**src/rtl/bcd_converter.sv**
```systemverilog
// bcd_converter: sequential double-dabble binary-to-packed-BCD converter, one bit per cycle.
// Optional BCD_ASCII_EN adds an ascii output with leading-zero blanking.
module bcd_converter #(
    parameter int WIDTH  = 8,
    parameter int DIGITS = 3
) (
    input  logic                  in_Clk,
    input  logic                  reset,
    input  logic                  start,
    input  logic [WIDTH-1:0]      bin,
    output logic                  busy,
    output logic                  done,
    output logic [4*DIGITS-1:0]   bcd
`ifdef BCD_ASCII_EN
    ,
    output logic [8*DIGITS-1:0]   ascii
`endif
);
    localparam int CW = $clog2(WIDTH + 1);
    localparam int BW = 4 * DIGITS;

    typedef enum logic {IDLE, SHIFT} state_t;

    state_t            state, state_n;
    logic [WIDTH-1:0]  bin_sr, bin_sr_n;
    logic [BW-1:0]     bcd_sr, bcd_sr_n, corr, bcd_n;
    logic [CW-1:0]     cnt, cnt_n;
    logic              busy_n, done_n;
    logic [BW+WIDTH-1:0] sh;

`ifdef BCD_ASCII_EN
    logic [8*DIGITS-1:0] ascii_n;

    function automatic logic [8*DIGITS-1:0] to_ascii(input logic [BW-1:0] v);
        logic lead;
        to_ascii = '0;
        lead = 1'b1;
        for (int i = DIGITS - 1; i >= 0; i--) begin
            if (lead && i != 0 && v[4*i+:4] == 4'd0) begin
                to_ascii[8*i+:8] = 8'h20;
            end else begin
                to_ascii[8*i+:8] = 8'h30 + {4'h0, v[4*i+:4]};
                lead = 1'b0;
            end
        end
    endfunction
`endif

    always_comb begin
        corr = bcd_sr;
        for (int d = 0; d < DIGITS; d++)
            corr[4*d+:4] = (bcd_sr[4*d+:4] >= 4'd5) ? bcd_sr[4*d+:4] + 4'd3 : bcd_sr[4*d+:4];
        sh = {corr, bin_sr} << 1;
        state_n  = state;
        bin_sr_n = bin_sr;
        bcd_sr_n = bcd_sr;
        cnt_n    = cnt;
        busy_n   = busy;
        done_n   = 1'b0;
        bcd_n    = bcd;
        case (state)
            IDLE: if (start) begin
                bin_sr_n = bin;
                bcd_sr_n = '0;
                cnt_n    = '0;
                busy_n   = 1'b1;
                state_n  = SHIFT;
            end
            SHIFT: begin
                bin_sr_n = sh[WIDTH-1:0];
                bcd_sr_n = sh[BW+WIDTH-1:WIDTH];
                cnt_n    = cnt + 1'b1;
                if (cnt == CW'(WIDTH - 1)) begin
                    bcd_n   = sh[BW+WIDTH-1:WIDTH];
                    done_n  = 1'b1;
                    busy_n  = 1'b0;
                    state_n = IDLE;
                end
            end
            default: state_n = IDLE;
        endcase
`ifdef BCD_ASCII_EN
        ascii_n = done_n ? to_ascii(bcd_n) : ascii;
`endif
    end

    always_ff @(posedge in_Clk) begin
        if (reset) begin
            state  <= IDLE;
            bin_sr <= '0;
            bcd_sr <= '0;
            cnt    <= '0;
            busy   <= 1'b0;
            done   <= 1'b0;
            bcd    <= '0;
`ifdef BCD_ASCII_EN
            ascii  <= to_ascii('0);
`endif
        end else begin
            state  <= state_n;
            bin_sr <= bin_sr_n;
            bcd_sr <= bcd_sr_n;
            cnt    <= cnt_n;
            busy   <= busy_n;
            done   <= done_n;
            bcd    <= bcd_n;
`ifdef BCD_ASCII_EN
            ascii  <= ascii_n;
`endif
        end
    end
endmodule
```
**config.mk**
```make
export PLATFORM = sky130hd
export DESIGN_NAME = bcd_converter
export DESIGN_NICKNAME = d
export VERILOG_FILES = /design/src/rtl/bcd_converter.sv
export SDC_FILE = /design/constraint.sdc
export NUM_CORES = 1
export LEC_CHECK = 0
export ABC_AREA = 1
export CORE_MARGIN = 1.5
export CORE_UTILIZATION = 40
export DETAILED_ROUTE_END_ITERATION = 10
export HOLD_SLACK_MARGIN = 0.03
export MAX_ROUTING_LAYER = met4
export PLACE_DENSITY_LB_ADDON = 0.1
export RECOVER_POWER = 25
export SLEW_MARGIN = 20
export SYNTH_ARGS = -nofsm -noshare
export SYNTH_HDL_FRONTEND = slang
export SYNTH_SLANG_ARGS = --single-unit
```
**constraint.sdc**
```tcl
create_clock -name in_Clk -period 1.2 [get_ports in_Clk]
set_input_delay 0.12 -clock in_Clk [delete_from_list [all_inputs] [get_ports in_Clk]]
set_output_delay 0.12 -clock in_Clk [all_outputs]
set_load 0.02 [all_outputs]
```
==> results.txt <==
crit-path leading delay family: flip-flops
non-filler cells, final: 346
antenna cell count: 0
worst ir drop on vdd: 0.795 mV
simple-gate portion of the synthesized area: 31.1%
yosys warns: 0
Hold Worst Slack: 420 ps
slowest CP cell: dfxtp_2
Pleak: 1.21 nW
critical-path cell list: buf_6 -> ha_4 -> inv_2 -> nand2_2 -> nand2_4 -> nand2_2 -> nand2_2 -> nand3_1 -> a21oi_2
DP HPWL: 2820 um
Max Clk Rate: 855 MHz
flops & latches, synth: 39
actual slew at the worst max-slew pin: 240 ps
xor/xnor share of the synthesized area: 0%
fillers: 367
total track usage: 17.9%
sequential cell area fraction in the yosys report: 44.4%
CP Buf/Inv Count: 2
CP peak stage delay: 340 ps
Levels on crit path: 9
wirelength, routed: 4160 um
area of the multi-input gates: 1030 um^2
clock buffer depth: 2
core area: 4120 um^2
Num CTS Buffers: 5
Routed WL per cell: 12.0 um
multiplexer area fraction after synthesis: 0.570%
synthesized area per cell: 7.26 um^2
Port Buffers: 24
post-detailed-route count of antenna-violating nets: 0
layout cells sized above 1: 35.5%
Core Rows: 23
Die Y: 69.3 um
# DRC: 0
count of final setup violators: 0
Initial Utilization: 42.7%
Critical Path AT: 1400 ps
final core utilization: 62.3%
worst hold path class: primary input to flop
max_slew headroom: 84.0%
main combinational cell family by area after synthesis: simple AND/OR/NAND/NOR gates
RSZ-0062 raised after global routing: yes
H-tree lvl count: 2
drt pass-1 iters: 4
cell type with the largest total area after synthesis: dfxtp_1
most frequent cells in the layout: 59 x nand2_1, 30 x dfxtp_1, 25 x buf_4
Max Cap Viol: 0
Placed Cells: 331
global-route wire length before repair: 6820 um
via density per instance: 4.84
final hold vios: 0
post-synthesis instance total: 242
syn_nets: 260
CP startpoint kind: flop
clock sinks: 39
initial antenna violation count: 0
I/O pins: 25
die area: 4800 um^2
area share of the largest cell type after synthesis: 44.4%
Tcrit/Tclk final: 97.5%
CP max FO: 4
nature of the critical path endpoint: flop
pin count of the biggest net entering global routing: 12
TritonCTS clock tree: yes
pwr/cell area: 946 nW/um^2
root buf cell: clkbuf_8
crit path kind: flop to flop
final net count: 313
Die Span X: 69.3 um
CP most frequent cell: nand2_2
vias in the first global route: 1505
Synth Area in Compound Gates: 10.3%
worst hold path cell count: 3
adder-cell share of the synthesized area: 4.99%
most common cell after layout, fill and taps aside: nand2_1
Critical Path RT: 1430 ps
outcome: completed
Tmin final: 1170 ps
Distinct cells, synth: 21
Clk Latency, worst-skew pair: 290 ps
Clock Skews: 3.75 ps
mapped cell area: 1760 um^2
register area: 792 um^2
initial DRC count: 50
area grow syn2layout: 46.0%
Clock transition at path regs: 70 ps
Reg2Reg Depth: 9
via count: 1673
RD Place Congestion: 0.914
Overflow after GRT: 0
max-slew violation count: 0
top post-synthesis cells by area: dfxtp_1 44%, nand2_1 18%, nand3_1 8.3%
==> worst register-to-register path, cell delays in order, from the launching register on <==
cell and delay, ps:
dfxtp_2 340, buf_6 120, ha_4 150, inv_2 40
nand2_2 50, nand2_4 70, nand2_2 70, nand2_2 60
nand3_1 90, a21oi_2 130
==> logic make-up (layout without fill, tap and decap cells) <==
logic type,Yosys count,in the layout
adders and majority gates,7,7
and+or+nand+nor,127,127
buffers and inverters,36,90
muxes,1,1
AOI/OAI and AO/OA,32,32
DFF,39,39
==> Yosys cell counts <==
cell,n
nor3_1,1
dfxtp_1,39
buf_6,1
clkbuf_1,3
nand3_1,29
nand3_2,1
mux2i_1,1
buf_2,5
ha_1,7
o31ai_1,1
nand2_1,82
a22oi_1,7
inv_2,3
a21oi_1,16
nand4_1,4
nor2_2,3
buf_4,1
o21ai_0,8
nor2_1,5
nor3b_1,2
inv_1,23
==> state kept, by name, indices dropped and copies added (netlist names) <==
| register | count |
|---|---|
| cnt | 4 |
| state | 1 |
| bcd | 12 |
| busy | 1 |
| bcd_sr | 12 |
| bin_sr | 8 |
| done | 1 |
==> power breakdown <==
part           switching, W  total, W  internal, W  leakage [nW]
registers         0.0000205   0.00134      0.00132         0.320
clock network      0.000442  0.000850     0.000408        0.0422
logic              0.000120  0.000236     0.000115         0.844
total              0.000583   0.00243      0.00184          1.21
==> through the flow <==
stage / setup WS, ps / area (um^2) / TNS [ps] / power [W]
floorplan: 22.3 / 1760 / 0 / 0.00147
global placement: -166 / 2210 / -2380 / 0.00158
detailed placement: -205 / 2210 / -2770 / 0.00158
CTS: -7.48 / 2390 / -10.5 / 0.00244
global route: -56.9 / 2560 / -347 / 0.00254
finish: 29.8 / 2560 / 0 / 0.00243
==> routing by layer <==
layer	vias to the layer above	share of wire, %	track usage [%]
li1	892	-	-
met1	754	49	23.5
met2	23	47	27.5
met3	4	3.2	4.07
met4	0	1.0	5.88
met5	-	0	-
==> area by class of cell <==
| cell class | count | area share [%] |
|---|---|---|
| clock buffer | 7 | 2.98 |
| clock inverter | 1 | 0.195 |
| inverter | 26 | 4.20 |
| multi-input combinational | 167 | 40.3 |
| sequential | 39 | 30.9 |
| tap | 50 | 2.44 |
| timing repair buffer | 55 | 18.7 |
| timing repair inverter | 1 | 0.293 |
==> final timing paths <==
check / start / endpoint / slack, ps
hold reg to reg: bcd[1] / bcd[1] / 450
hold / removal: bin[0] / bin_sr[0] / 420
setup reg to reg: bcd_sr[4] / bcd_sr[6] / 30
setup / recovery: bcd_sr[4] / bcd_sr[6] / 30
==> what timing repair did <==
| action | 4_1_cts | 5_1_grt |
|---|---|---|
| buffers inserted | 4 | 2 |
| pin swaps | 7 | 20 |
| resized for setup | 43 | 52 |
| endpoints found under the hold margin | 0 | 0 |
| hold buffers | 0 | 0 |
| endpoints found under the setup margin | 36 | 24 |
| gates cloned | 1 | 0 |
Power figures use the tool's default switching activity.
==> patch 1: new RTL, same flow settings <==
Add a define of `BCD_ASCII_EN`.
--- a/src/rtl/bcd_converter.sv
+++ b/src/rtl/bcd_converter.sv
@@ -1,5 +1,7 @@
 // bcd_converter: sequential double-dabble binary-to-packed-BCD converter, one bit per cycle.
 // Optional BCD_ASCII_EN adds an ascii output with leading-zero blanking.
+`define BCD_ASCII_EN
+
 module bcd_converter #(
     parameter int WIDTH  = 8,
     parameter int DIGITS = 3
Behaviour (old outputs only; new: ascii): unchanged (equiv_simple and equiv_induct, registers matched by name and starting in step).
==> patch 1 against the unedited design <==
  * The flow now finishes with violations (setup timing)
  * Synthesized area rose by 36%
  * Highest routed layer unchanged
  * Largest cell class unchanged
  * Power grew 29%
  * Worst hold slack lost 0.016 ns
  * Sequential cell count increased by 14
  * Clock skew down 0.00098 ns
  * Routed wire length increased by 55%
  * Final area grew 52%
  * Setup slack got worse by 0.34 ns
  * Synthesized cell count rose by 31%
==> patch 1: results (changes against the unedited design) <==
Parameter                              Value

Placement
  Placement Cell Area ... 3160 sq um (was 2210 sq um)
  Placement-stage worst setup slack ... -0.343 ns (was -0.205 ns)
  Number of port buffers ... 38 (was 24)
  Placed wire-length estimate after detailed placement ... 4.06 mm (was 2.82 mm)
  Last weighted congestion value of the routability-driven placer ... 0.837 (was 0.914)

CTS
  Clock tree buffer depth ... 2 (unchanged)
  TritonCTS buffer count ... 5 (unchanged)
  H-tree depth ... 2 (unchanged)
  Clock latency at the later pin of the worst-skew pair ... approximately 0.30 ns
  Clock transition at the register clock pins on the worst setup and hold paths after CTS ... 0.09 ns (was 0.07 ns)

Critical path
  Endpoint arrival time on the critical path ... 1.71 ns (was 1.40 ns)
  Worst Path Max Fanout ... 13 (was 4)
  Largest stage delay on the critical path ... 0.34 ns (about the same)

GRT
  Initial antenna violation count ... 0 (unchanged)
  Global-route wire length before repair ... 9.92 mm (was 6.82 mm)
  GRT Overall Usage ... 0.204 (was 0.179)
  Number of global-route vias before repair ... 2147 (was 1505)
  Largest net degree at the start of global routing ... 24 (was 12)

Run status
  Run status ... finished, violations left (was completed)
  Violations in the final reports ... setup timing

Synthesis
  Number of warnings issued by yosys ... 0 (unchanged)
  Register bit total from synthesis ... 53 (was 39)
  Sequential cell area fraction in the yosys report ... 0.445 (was 0.444)
  Number of unique standard cell types used by synthesis ... 30 (was 21)
  Synth cell count leaders ... 96 x sky130_fd_sc_hd__nand2_1, 53 x sky130_fd_sc_hd__dfxtp_1, 31 x sky130_fd_sc_hd__inv_1 (was 82 x sky130_fd_sc_hd__nand2_1, 39 x sky130_fd_sc_hd__dfxtp_1, 29 x sky130_fd_sc_hd__nand3_1)
  Cells taking the most area after synthesis ... sky130_fd_sc_hd__dfxtp_1 45%, sky130_fd_sc_hd__nand2_1 15%, sky130_fd_sc_hd__a21oi_1 5.0% (was sky130_fd_sc_hd__dfxtp_1 44%, sky130_fd_sc_hd__nand2_1 18%, sky130_fd_sc_hd__nand3_1 8.3%)
  Async set-or-reset flop fraction in the synthesized netlist ... 0 (unchanged)
  Predominant post-synthesis flop cell ... sky130_fd_sc_hd__dfxtp_1 (unchanged)

Finish
  Final-stage net count ... 435 (was 313)
  Share of cells above drive strength 1 ... 0.467 (was 0.355)
  Biggest registers after layout ... ascii (14), bcd (12), bcd_sr (12) (was bcd (12), bcd_sr (12), bin_sr (8))

Min path
  Type of the most critical hold path ... primary input to register (unchanged)

Timing
  Final setup violation count ... 36 (was 0)
  Setup ws final ... -0.315 ns (was 0.0298 ns)
  Fin Setup TNS ... -5.23 ns (was 0 ns)
  Post-route clock skew ... 0.00277 ns (was 0.00375 ns)

Power
  IR drop worst, VDD ... 0.556 mV (was 0.795 mV)
  Leakage power of the design ... 1.94 nW (was 1.21 nW)

Detailed routing
  Total via count in the routed design ... 2384 (was 1673)
  Iteration-0 DRC Markers ... 85 (was 50)
  Wirelength per Cell ... 13.1 microns (was 12.0 microns)
  First drt pass iteration count ... 4 (unchanged)
==> patch 1: logic make-up (layout without fill, tap and decap cells) <==
| logic type | after synthesis | after routing | share of synthesized area |
|---|---|---|---|
| AND/OR/NAND/NOR | 152 | 152 | 0.281 |
| XOR/XNOR | 1 | 1 | 0.00368 |
| buffers and inverters | 53 | 147 | 0.110 |
| other | 2 | 10 | 0.00315 |
| AO/OA/AOI/OAI | 48 | 48 | 0.120 |
| flip-flops | 53 | 53 | 0.445 |
| adder cells (fa/ha/maj) | 7 | 7 | 0.0367 |
==> patch 1: area by class of cell <==
cell class	instances	area (sq um)
Fill cell	459	1750
Timing Repair Buffer	107	966
Clock inverter	2	10.0
Sequential cell	53	1080
Inverter	32	143
Tap cell	72	90.1
Clock buffer	6	72.6
Multi-Input combinational cell	218	1530
==> patch 1: what timing repair did <==
item,in CTS,in global routing
setup buffers,11,12
endpoints found under the setup margin,79,51
pin swaps,26,26
gates cloned,1,1
gates resized for setup,113,71
==> patch 1: power by group <==
part | switching [mW] | internal, mW
combinational | 0.188 | 0.163
sequential | 0.0209 | 1.78
clock | 0.583 | 0.407
total | 0.791 | 2.35
==> patch 1: worst paths after layout <==
check                            start   endpoint  slack (ns)  cells past startpoint
worst min register to register  bcd[2]     bcd[2]        0.45                      2
worst max register to register  cnt[0]  ascii[12]       -0.31                      9
worst max-delay path            cnt[0]  ascii[12]       -0.31                      9
worst min-delay path            bin[0]  bin_sr[0]        0.40                      3
==> patch 1: critical path: cells and delay by family, from the launching register on <==
kind | cells | cell delay (ns)
simple gates | 6 | 0.61
compound gates | 1 | 0.16
fa+ha+maj | 1 | 0.16
buf+inv | 1 | 0.14
flops | 1 | 0.34
==> patch 1: routing by layer <==
| layer | global-route usage | share of wire | wire (microns) | vias up |
|---|---|---|---|---|
| li1 | - | - | - | 1204 |
| met1 | 0.246 | 0.43 | 2750 | 1101 |
| met2 | 0.345 | 0.51 | 3300 | 71 |
| met3 | 0.0330 | 0.044 | 281 | 8 |
| met4 | 0.0690 | 0.014 | 90 | 0 |
| met5 | - | 0 | 0 | - |
==> patch 1: per-stage QoR <==
stage	utilization	std cells
floorplan	-	324
global placement	0.560	461
detailed placement	0.560	461
CTS	0.626	478
global route	0.690	490
finish	0.690	490
==> patch 2: new RTL, same settings <==
Without the edit above. Register the output `bcd` once more, cleared by the reset; this adds one clock of latency there. The other outputs are not delayed to match.
--- a/src/rtl/bcd_converter.sv
+++ b/src/rtl/bcd_converter.sv
@@ -20,6 +20,8 @@
     localparam int BW = 4 * DIGITS;
 
     typedef enum logic {IDLE, SHIFT} state_t;
+
+    logic [4*DIGITS-1:0] bcd_s0;
 
     state_t            state, state_n;
     logic [WIDTH-1:0]  bin_sr, bin_sr_n;
@@ -57,7 +59,7 @@
         cnt_n    = cnt;
         busy_n   = busy;
         done_n   = 1'b0;
-        bcd_n    = bcd;
+        bcd_n    = bcd_s0;
         case (state)
             IDLE: if (start) begin
                 bin_sr_n = bin;
@@ -92,7 +94,7 @@
             cnt    <= '0;
             busy   <= 1'b0;
             done   <= 1'b0;
-            bcd    <= '0;
+            bcd_s0 <= '0;
 `ifdef BCD_ASCII_EN
             ascii  <= to_ascii('0);
 `endif
@@ -103,10 +105,18 @@
             cnt    <= cnt_n;
             busy   <= busy_n;
             done   <= done_n;
-            bcd    <= bcd_n;
+            bcd_s0 <= bcd_n;
 `ifdef BCD_ASCII_EN
             ascii  <= ascii_n;
 `endif
         end
     end
+    always_ff @(posedge in_Clk) begin
+        if (reset) begin
+            bcd <= '0;
+        end else begin
+            bcd <= bcd_s0;
+        end
+    end
+
 endmodule
Check against the original RTL: not equivalent (a bounded check fails within 10 cycles, from zero or initial values and one cycle with reset high).
==> patch 2 against the unedited design <==
  * The run now ends with setup timing left
  * Critical path type unchanged
  * Fmax fell by 5.5%
  * Via count rose by 12%
  * Sequential cell count rose by 12
  * Largest power group unchanged
  * Die area rose by 17%
  * Final area rose by 13%
  * Routed wire length rose by 9.0%
  * Worst hold slack got worse by 0.025 ns
  * Non-clock buffer count fell by 4
  * Power rose by 22%
  * Setup slack got worse by 0.068 ns
  * Highest routed layer unchanged
  * First-iteration DRC count rose by 130%
  * Synthesized area rose by 18%
==> patch 2: results (changes against the unedited design) <==
Parameter                              Value

Run status
  Run status ... finished, violations left (was completed)
  Violations in the final reports ... setup timing

Critical path
  Worst Path Max Fanout ... 4 (unchanged)
  Endpoint arrival time on the critical path ... 1.47 ns (was 1.40 ns)
  Crit path max-delay cell type ... sky130_fd_sc_hd__dfxtp_2 (unchanged)
  Largest stage delay on the critical path ... 0.37 ns (was 0.34 ns)

Placement
  Last weighted congestion value of the routability-driven placer ... 0.806 (was 0.914)
  Placed wire-length estimate after detailed placement ... 2.86 mm (was 2.82 mm)

CTS
  Clock tree root buffer cell ... sky130_fd_sc_hd__clkbuf_8 (unchanged)
  Clock transition at the register clock pins on the worst setup and hold paths after CTS ... 0.09 ns (was 0.07 ns)
  Clock tree buffer depth ... 2 (unchanged)

GRT
  GRT Overall Usage ... 0.176 (was 0.179)
  Number of global-route vias before repair ... 1642 (was 1505)
  Largest net degree at the start of global routing ... 27 (was 12)
  Global-route wire length before repair ... 7.25 mm (was 6.82 mm)

Finish
  Biggest registers after layout ... bcd (12), bcd_s0 (12), bcd_sr (12) (was bcd (12), bcd_sr (12), bin_sr (8))
  Share of cells above drive strength 1 ... 0.274 (was 0.355)
  Layout fillers ... 474 (was 367)
  Final-stage net count ... 339 (was 313)

Detailed routing
  Sum of routed wire length over all layers ... 4.53 mm (was 4.16 mm)
  Iteration-0 DRC Markers ... 114 (was 50)
  Total via count in the routed design ... 1871 (was 1673)

Synthesis
  Async set-or-reset flop fraction in the synthesized netlist ... 0 (unchanged)
  Synth cell count leaders ... 59 x sky130_fd_sc_hd__nand2_1, 51 x sky130_fd_sc_hd__dfxtp_1, 40 x sky130_fd_sc_hd__inv_1 (was 82 x sky130_fd_sc_hd__nand2_1, 39 x sky130_fd_sc_hd__dfxtp_1, 29 x sky130_fd_sc_hd__nand3_1)
  Cells taking the most area after synthesis ... sky130_fd_sc_hd__dfxtp_1 49%, sky130_fd_sc_hd__nand2_1 11%, sky130_fd_sc_hd__inv_1 7.2% (was sky130_fd_sc_hd__dfxtp_1 44%, sky130_fd_sc_hd__nand2_1 18%, sky130_fd_sc_hd__nand3_1 8.3%)
  Number of unique standard cell types used by synthesis ... 19 (was 21)
  Sequential cell area fraction in the yosys report ... 0.492 (was 0.444)
  Nets in the synthesized netlist ... 291 (was 260)

Timing
  Worst max-slew margin expressed relative to the limit ... 0.758 (was 0.840)
  Fin Setup TNS ... -0.0383 ns (was 0 ns)
  Post-route clock skew ... 0.00468 ns (was 0.00375 ns)
  Final setup violation count ... 1 (was 0)
  Setup ws final ... -0.0383 ns (was 0.0298 ns)

Power
  Leakage power of the design ... 1.31 nW (was 1.21 nW)
  IR drop worst, VDD ... 0.710 mV (was 0.795 mV)
-- patch 2: changes by cell type in the layout (fill, tap and decap cells not counted), moves of 5 or more --
cell,delta
sky130_fd_sc_hd__a22oi_1,-7
sky130_fd_sc_hd__dfxtp_1,+12
sky130_fd_sc_hd__inv_1,+19
sky130_fd_sc_hd__o21ai_1,+11
sky130_fd_sc_hd__inv_2,-5
sky130_fd_sc_hd__o21ai_0,+6
sky130_fd_sc_hd__nand2_2,-13
sky130_fd_sc_hd__nand2_1,-13
sky130_fd_sc_hd__nor2_1,+12
-- patch 2: worst reg2reg max path, delay by kind of cell, from the launching register on --
kind / cells / cell delay (ns)
compound gates: 1 / 0.13
fa+ha+maj: 1 / 0.16
buf+inv: 3 / 0.25
simple gates: 3 / 0.25
flops: 1 / 0.37
-- patch 2: metrics by stage --
stage | instances | cell area [sq um] | hold WS (ns) | utilization
4_1_cts | 390 | 2740 | 0.392 | 0.544
5_1_grt | 391 | 2890 | 0.441 | 0.574
3_5_place_dp | 381 | 2560 | 0.420 | 0.507
3_3_place_gp | 381 | 2560 | 0.416 | 0.507
2_1_floorplan | 273 | 2080 | 0.285 | -
6_report | 391 | 2890 | 0.395 | 0.574
-- patch 2: worst paths after layout --
check                 start         to  slack [ns]  cells past startpoint
setup reg to reg  bcd_sr[5]  bcd_sr[5]       -0.04                      8
hold / removal       bin[0]  bin_sr[0]        0.39                      3
setup / recovery  bcd_sr[5]  bcd_sr[5]       -0.04                      8
hold reg to reg   bcd_s0[2]     bcd[2]        0.43                      2
-- patch 2: cell type report --
type	count	area (sq um)	area share
clock buffers	6	82.6	0.0285
flip-flops and latches	51	1030	0.357
clock inverters	1	5.00	0.00173
inverters	42	170	0.0588
repair inverters	1	7.51	0.00259
multi-input cells	169	1050	0.362
well taps	70	87.6	0.0303
repair buffers	51	462	0.160
-- patch 2: power by group --
part           total, mW  switching (mW)  leakage, nW  internal (mW)
Combinational      0.247           0.131        0.842          0.115
Clock              0.981           0.528       0.0470          0.453
Sequential          1.74          0.0176        0.417           1.72
-- patch 2: timing repair --
action / CTS / global route
endpoints found under the hold margin: 0 / 0
setup endpoints to repair: 35 / 33
gates cloned: 1 / 0
buffers inserted: 1 / 1
gates resized for setup: 47 / 43
pin swaps: 8 / 20
-- patch 2: cell families after synthesis --
family / after synthesis / synth area share
AO/OA/AOI/OAI: 44 / 0.112
AND/OR/NAND/NOR: 115 / 0.234
buffers and inverters: 53 / 0.105
multiplexers: 3 / 0.0145
flip-flops: 51 / 0.492
adder cells (fa/ha/maj): 7 / 0.0422
-- patch 2: metal layers --
metal	share of wire	up-vias	global-route usage
li1	-	966	-
met1	0.46	867	0.219
met2	0.49	28	0.272
met3	0.032	10	0.0388
met4	0.021	0	0.0788
met5	0	-	-
